File: src/rtl/run_pkg.sv
// Shared constants for the run-sequencing controller: FSM encodings and default widths.
package run_pkg;

    typedef logic [2:0] state_t;

    localparam state_t ST_IDLE    = 3'd0;
    localparam state_t ST_CLEAR   = 3'd1;
    localparam state_t ST_RUN     = 3'd2;
    localparam state_t ST_DONE    = 3'd3;
    localparam state_t ST_TIMEOUT = 3'd4;

    localparam int DEF_ADDR_W  = 8;
    localparam int DEF_DATA_W  = 8;
    localparam int DEF_DONE_PC = 190;
    localparam int DEF_CNT_W   = 16;

endpackage

File: src/rtl/run_ctrl_mem_port_mux.sv
// Data-memory port mux: owner=1 routes the host request, owner=0 routes the core request.
module mem_port_mux #(
    parameter int ADDR_W = 8,
    parameter int DATA_W = 8
) (
    input  logic              owner,
    input  logic              host_we,
    input  logic [ADDR_W-1:0] host_addr,
    input  logic [DATA_W-1:0] host_wdata,
    input  logic              core_we,
    input  logic [ADDR_W-1:0] core_addr,
    input  logic [DATA_W-1:0] core_wdata,
    output logic              mem_we,
    output logic [ADDR_W-1:0] mem_addr,
    output logic [DATA_W-1:0] mem_wdata
);

    assign mem_we    = owner ? host_we    : core_we;
    assign mem_addr  = owner ? host_addr  : core_addr;
    assign mem_wdata = owner ? host_wdata : core_wdata;

endmodule

File: src/rtl/run_ctrl.sv
// Run-sequencing controller: start edge -> core reset window -> run until DONE_PC, with
// data-memory port arbitration. Define RUN_WDOG_EN to enable the MAX_CYCLES watchdog.
module run_ctrl
    import run_pkg::*;
#(
    parameter int ADDR_W     = DEF_ADDR_W,
    parameter int DATA_W     = DEF_DATA_W,
    parameter int DONE_PC    = DEF_DONE_PC,
    parameter int RST_CYCLES = 2,
    parameter int CNT_W      = DEF_CNT_W,
    parameter int MAX_CYCLES = 16'hFFF0
) (
    input  logic              clk,
    input  logic              rst,
    input  logic              start,
    input  logic [ADDR_W-1:0] pc,
    output logic              core_rst,
    input  logic              core_we,
    input  logic [ADDR_W-1:0] core_addr,
    input  logic [DATA_W-1:0] core_wdata,
    input  logic              host_req,
    input  logic              host_we,
    input  logic [ADDR_W-1:0] host_addr,
    input  logic [DATA_W-1:0] host_wdata,
    output logic              host_gnt,
    output logic              mem_we,
    output logic [ADDR_W-1:0] mem_addr,
    output logic [DATA_W-1:0] mem_wdata,
    output logic              done,
    output logic              timeout,
    output logic [CNT_W-1:0]  cycle_count,
    output logic [2:0]        fsm_state
);

    localparam int RC_W = $clog2(RST_CYCLES + 1);
    localparam logic [RC_W-1:0]  RC_LAST   = RC_W'(RST_CYCLES - 1);
    localparam logic [CNT_W-1:0] WDOG_LAST = CNT_W'(MAX_CYCLES - 1);

`ifdef RUN_WDOG_EN
    localparam logic WDOG_EN = 1'b1;
`else
    localparam logic WDOG_EN = 1'b0;
`endif

    state_t          state;
    logic            start_q;
    logic            start_rise;
    logic [RC_W-1:0] rst_cnt;
    logic            pc_match;
    logic            wdog_hit;
    logic            port_free;
    logic            core_we_eff;
    logic            host_we_eff;

    assign start_rise = start & ~start_q;
    assign pc_match   = (pc == ADDR_W'(DONE_PC));
    assign wdog_hit   = WDOG_EN & (cycle_count == WDOG_LAST);
    assign fsm_state  = state;

    always_ff @(posedge clk) begin
        if (rst) begin
            state       <= ST_IDLE;
            start_q     <= 1'b0;
            cycle_count <= '0;
            rst_cnt     <= '0;
            done        <= 1'b0;
            timeout     <= 1'b0;
        end else begin
            start_q <= start;
            case (state)
                ST_IDLE, ST_DONE, ST_TIMEOUT: begin
                    if (start_rise) begin
                        state       <= ST_CLEAR;
                        rst_cnt     <= '0;
                        cycle_count <= '0;
                        done        <= 1'b0;
                        timeout     <= 1'b0;
                    end
                end
                ST_CLEAR: begin
                    rst_cnt <= rst_cnt + 1'b1;
                    if (rst_cnt == RC_LAST) state <= ST_RUN;
                end
                ST_RUN: begin
                    // The completing cycle is counted too; a PC match beats the watchdog.
                    if (cycle_count != '1) cycle_count <= cycle_count + 1'b1;
                    if (pc_match) begin
                        state <= ST_DONE;
                        done  <= 1'b1;
                    end else if (wdog_hit) begin
                        state   <= ST_TIMEOUT;
                        timeout <= 1'b1;
                    end
                end
                default: state <= ST_IDLE;
            endcase
        end
    end

    assign core_rst = rst | (state != ST_RUN);

    // Host handshake: host_req is held until host_gnt is seen; a write happens only in a
    // cycle with host_req & host_gnt & host_we. Nothing is queued while the core runs.
    assign port_free   = (state == ST_IDLE) | (state == ST_DONE) | (state == ST_TIMEOUT);
    assign host_gnt    = host_req & port_free;
    assign host_we_eff = host_we & ~rst;
    assign core_we_eff = core_we & (state == ST_RUN) & ~rst;

    mem_port_mux #(
        .ADDR_W(ADDR_W),
        .DATA_W(DATA_W)
    ) u_mux (
        .owner      (host_gnt),
        .host_we    (host_we_eff),
        .host_addr  (host_addr),
        .host_wdata (host_wdata),
        .core_we    (core_we_eff),
        .core_addr  (core_addr),
        .core_wdata (core_wdata),
        .mem_we     (mem_we),
        .mem_addr   (mem_addr),
        .mem_wdata  (mem_wdata)
    );

endmodule
File: config.mk
export PLATFORM = sky130hd
export DESIGN_NAME = run_ctrl
export DESIGN_NICKNAME = d
export VERILOG_FILES = /design/src/rtl/run_pkg.sv /design/src/rtl/run_ctrl_mem_port_mux.sv /design/src/rtl/run_ctrl.sv
export SDC_FILE = /design/constraint.sdc
export NUM_CORES = 1
export LEC_CHECK = 0
export BUFFER_PORTS_ARGS = -buffer_cell sky130_fd_sc_hd__buf_2
export CAP_MARGIN = 20
export CORE_MARGIN = 2
export CORE_UTILIZATION = 49
export CTS_CLUSTER_DIAMETER = 150
export DETAILED_ROUTE_END_ITERATION = 8
export PLACE_DENSITY = 0.86
export SLEW_MARGIN = 0
export SYNTH_ARGS = -nofsm -noshare
export SYNTH_HDL_FRONTEND = slang
export SYNTH_SLANG_ARGS = --single-unit
File: constraint.sdc
create_clock -name clk -period 3.32 [get_ports clk]
set_input_delay 0.664 -clock clk [delete_from_list [all_inputs] [get_ports clk]]
set_output_delay 0.664 -clock clk [all_outputs]
set_load 0.05 [all_outputs]
Yosys cells after proc, flatten, opt, wreduce, memory -nomap -nowiden
Cells that the tools add are included.
{"block": "classes", "n_reduce_logical": 8, "n_bitwise": 10, "muxes": 15, "eq_ne": 12, "addsub": 2}
{"operator": "$mux 16", "count": 2}
{"operator": "$pmux 16 s2", "count": 1}
{"operator": "$add 16x1->16 const B", "count": 1}
{"operator": "$mux 8", "count": 2}
{"operator": "$ne 16x16->1 const B", "count": 1}
{"operator": "$mux 3", "count": 3}
{"operator": "$pmux 3 s3", "count": 1}
{"operator": "$reduce_and 3->1", "count": 3}
{"operator": "$eq 8x8->1 const B", "count": 1}
{"operator": "$ne 2x2->1 const B", "count": 4}
{"operator": "$eq 3x2->1 const B", "count": 2}
{"operator": "$and 1x1->1", "count": 5}
{"operator": "$pmux 2 s2", "count": 1}
{"operator": "$reduce_bool 2->1", "count": 2}
{"operator": "$eq 3x1->1 const B", "count": 1}
{"operator": "$eq 3x3->1 const B", "count": 1}
{"operator": "$logic_not 3->1", "count": 1}
{"operator": "$mux 1", "count": 3}
{"operator": "$ne 3x2->1 const B", "count": 1}
{"operator": "$or 1x1->1", "count": 3}
{"operator": "$reduce_or 3->1", "count": 1}
{"operator": "$add 2x1->2 const B", "count": 1}
{"operator": "$eq 2x1->1 const B", "count": 1}
{"operator": "$mux 2", "count": 1}
{"operator": "other kinds (3)", "count": 4}
{"block": "totals", "wordCells": 52, "register_bits": 23, "output_inout_bits": 40, "in_bits": 46}

Depth between registers and ports, before layout
{"block": "logic_depth", "ltp_word": 5, "depth_mapped": 8}

Modules after synthesis
A second synthesis with hierarchy kept.
{"block": "hier_totals", "hier_cells": 172, "area_unflattened_um2": 1496.4}
{"mod": "run_ctrl", "n_inst": 1, "area_per_inst_um2": 1236.2, "cells_per_inst": 153, "seq_area_each_um2": 440.4}
{"mod": "mem_port_mux", "n_inst": 1, "area_per_inst_um2": 260.2, "cells_per_inst": 19, "seq_area_each_um2": 0.0}

Worst setup path before layout
OpenSTA, ideal clock, no wires.
{"block": "synth_timing", "kind": "reg-to-output", "startpoint": "register state[0], in the netlist fsm_state[0]", "endpoint": "output port mem_we", "arrival_ns": 2.827, "required_time_ns": 2.656, "setup_slack_ns": -0.171, "path_stages_with_launch": 8, "n_path_buf": 1, "cell_sequence": "dfxtp_1 > inv_1 > ha_1 > nand2_1 > clkbuf_1 > inv_1 > nand2_1 > a21oi_1"}
{"block": "synth_via", "elab_chain_cells": 5, "word_cells_on_any_way": 10}
{"item": "from (decl)", "line_no": "run_ctrl.sv:45", "text": "state_t state;"}
{"item": "from (signal assigned)", "line_no": "run_ctrl.sv:62", "text": "state <= ST_IDLE;"}
{"item": "from (signal assigned)", "line_no": "run_ctrl.sv:73", "text": "state <= ST_CLEAR;"}
{"item": "from (signal assigned)", "line_no": "run_ctrl.sv:82", "text": "if (rst_cnt == RC_LAST) state <= ST_RUN;"}
{"item": "$eq 3x2->1 or $logic_not 3->1 (tied branches)", "line_no": "run_ctrl.sv:104", "text": "assign port_free = (state == ST_IDLE) | (state == ST_DONE) | (state == ST_TIMEOUT);"}
{"item": "$or 1x1->1", "line_no": "run_ctrl.sv:104"}
{"item": "$or 1x1->1 *", "line_no": "run_ctrl.sv:104"}
{"item": "$and 1x1->1 *", "line_no": "run_ctrl.sv:105", "text": "assign host_gnt = host_req & port_free;"}
{"item": "named net host_gnt", "line_no": "run_ctrl.sv:25", "text": "output logic host_gnt,"}
{"item": "$mux 1 *", "line_no": "run_ctrl_mem_port_mux.sv:18", "text": "assign mem_we = owner ? host_we : core_we;"}
{"item": "to (decl)", "line_no": "run_ctrl.sv:26", "text": "output logic mem_we,"}
Mark *: on every way through the listed nets, which the timed path passes. The rest lies on a longest branch.

Worst setup path after layout
{"block": "layout_timing", "startpoint": "register state[0], in the netlist fsm_state[0]", "endpoint": "output port mem_we"}
{"block": "layout_via", "elab_chain_cells": 5, "word_cells_on_any_way": 10}
{"item": "$eq 3x2->1 or $logic_not 3->1 (tied branches)", "line_no": "run_ctrl.sv:104"}
{"item": "$or 1x1->1 (2 in a row)", "line_no": "run_ctrl.sv:104"}
{"item": "$and 1x1->1", "line_no": "run_ctrl.sv:105"}
{"item": "$mux 1 *", "line_no": "run_ctrl_mem_port_mux.sv:18"}
Every way passes the cells marked *; elsewhere a longest branch is shown, timed or not.

==> out/results.ini <==
[outcome]
outcome=finished with violations
violations=design-rule violations

[floorplan]
fp.dieH_um=62.0
die_width_um=62.0
initial_core_util=0.501
boundaryPins=86
die_area_um2=3840
fp.coreArea_um2=3280
row_count=21

[cells_and_area]
fill_cells=292
multi_input_area_um2=1090
fin_cells=317
fin_area_um2=2090
final_cell_mix=83 x buf_2, 22 x dfxtp_1, 16 x mux2_2
fin_nets=323
syn2layout_area_growth_pct=26.7
insertedDiodeCount=0
drive_gt1_frac=0.421
mostFrequentLayoutCell=buf_2
regArea_um2=440

[power_and_ir_drop]
seqPwrFrac=0.216
p_leak_nw=0.865
power_density_nw_per_um2=679
power_report.internal_total_mw=0.636
vdd_ir_drop_max_mv=0.584
clkPwrFrac=0.111
total_power_mw=1.42
p_comb_frac=0.673
power_switching_mw=0.780
sw_frac_of_total=0.551

[global_route]
grt_usage=0.251
grt_start_max_net_pins=23
grt_pass1_vias=1687
grt_first_pass_wirelength_um=7300
antenna_found_initial=0
overflow=0

[timing]
report.final.slew_viol_count=0
min_period_over_period=0.897
fin_skew_ps=9.27
hold_viol=0
period_minus_slack_ps=2980
final.setup.tns_ps=0
timing.fmax_mhz=336
tightestPinTransition_ps=604
rsz0062_at_grt=false
setup_viol=0
relSlewSlack=0.594

[yosys]
synth_top_family_by_area=simple AND/OR/NAND/NOR gates
synth_ff_type=dfxtp_1
synthXorXnorAreaFrac=0
synth_top_area_frac=0.267
async_flop_share=0
netlist_area_um2=1650
yosysWarningCount=0
ys_ff_latch=22
synth-simple-area-share=0.245
synth_area_leader_cell=dfxtp_1
synth-seq-area-share=0.267
muxShareOfSynthArea=0.140
synth_compound_gate_area_share=0.233
synth-edff-count=0
synth_area_leaders=dfxtp_1 27%, mux2_2 11%, ha_1 3.8%, nand2_1 3.4%, nand4_1 3.4%
syn_inst=197
synthDistinctLibCells=51
syn_avg_cell_area_um2=8.36
synthAdderAreaFrac=0.0380

[min_path]
hold_class=reg -> reg

[clock_tree]
htreeDepth=1
clk_path_buf_depth=2
cts_sinks=22
worstSkewPairLatency_ps=330
clk_pin_slew_ps=120
cts-root-buf=clkbuf_4
postCtsHoldBufs=0
numCtsBuffers=3
tritoncts=done

[worst_setup_path]
worstPathArrival_ps=2310
path_cells=inv_1 -> ha_1 -> nand2_2 -> inv_1 -> nand2_1 -> a21oi_2 -> buf_2
crit_type=reg -> out
r2r-end=cycle_count[5]
reg2reg_depth=6
cp-start-kind=register
cp-endpoint=mem_we
worstPathRequired_ps=2660
r2r_slack_ps=1030
slowest_delay_ps=570
startpoint=fsm_state[0]
path_max_fanout=18
path_common_cell=inv_1
r2r-start=fsm_state[0]
worstSetupEndpointType=output pin
cp_slowest_cell=ha_1

[routing]
drc=1
routedWlPerCell_um=14.9
viasPerCell=5.84
wl_um=4710
first_pass_iters=6
via_count=1851
drtIter0Drc=112
postRouteAntennaNets=0

[place]
gp_congestion=0.890
port-buffer-count=83
dpl_cell_area_um2=2050
dp_hpwl_um=3590
place_inst=313

[run]
cap_viol_max_count=0

metrics by stage:
stage          hold slack (ps)  setup slack, ps   util
2_1_floorplan              454             72.8      -
3_3_place_gp               470              585  0.624
3_5_place_dp               477              514  0.624
4_1_cts                    496              154  0.635
5_1_grt                    503              185  0.635
6_report                   501              342  0.635
worst min path at each step:
stage,slack [ps],endpoint,cells after the start,startpoint
floorplan,450,rst_cnt[1],2,rst_cnt[1]
global placement,470,rst_cnt[1],2,rst_cnt[1]
detailed placement,480,rst_cnt[1],2,rst_cnt[1]
CTS,500,rst_cnt[1],2,rst_cnt[1]
global route,500,rst_cnt[1],2,rst_cnt[1]
finish,500,rst_cnt[1],2,rst_cnt[1]
what timing repair did:
action	CTS	global route
endpoints found under the setup margin	0	17
buffers inserted	0	0
endpoints found under the hold margin	0	0
gates resized for setup	0	1
registers in the layout, summed over array words and instances, names as in the netlist:
name         flops
start_q          1
done             1
cycle_count     16
rst_cnt          2
fsm_state        2
power groups by stage:
| stage | registers (mW) | logic [mW] | clock network, mW |
|---|---|---|---|
| after floorplan | 0.362 | 0.706 | 0 |
| after global placement | 0.310 | 0.924 | 0 |
| after detailed placement | 0.312 | 0.942 | 0 |
| after CTS | 0.306 | 0.945 | 0.154 |
| after global routing | 0.312 | 1.02 | 0.168 |
| final | 0.306 | 0.953 | 0.157 |
cell type report:
class,count,share of cell area
Clock buffer,4,0.0174
Inverter,12,0.0216
Multi-Input combinational cell,150,0.523
Sequential cell,22,0.211
Tap cell,46,0.0276
Timing Repair Buffer,83,0.199
cells by family (layout without fill, tap and decap cells):
family | Yosys count | count (layout)
DFF | 22 | 22
adders and majority gates | 5 | 5
AOI/OAI and AO/OA | 53 | 53
other | 1 | 2
buffers and inverters | 26 | 99
and+or+nand+nor | 69 | 69
muxes | 21 | 21
synth_stat cells (all sizes together) (4+ instances only):
master / count
a211oi: 5
nor4: 6
a31oi: 4
nand3: 6
nand2: 15
nor2: 10
ha: 5
inv: 11
nand4: 9
mux2: 16
clkbuf: 7
mux2i: 5
a21oi: 11
dfxtp: 22
o21ai: 9
buf: 7
worst max-delay path: cells and delay by family, from the launching register on:
family,cells,cell delay [ps]
flip-flops,1,410
adder cells (fa/ha/maj),1,570
buffers and inverters,3,490
AO/OA/AOI/OAI,1,100
AND/OR/NAND/NOR,2,410
metal layers:
layer  GRT usage  vias up  share of wire
met3      0.0435        4          0.083
met5           0        -              0
met2       0.448       94           0.51
met4      0.0973        0         0.0098
li1            -      896              -
met1       0.295      857           0.40
Note: power is estimated with default switching activity, not from simulation.
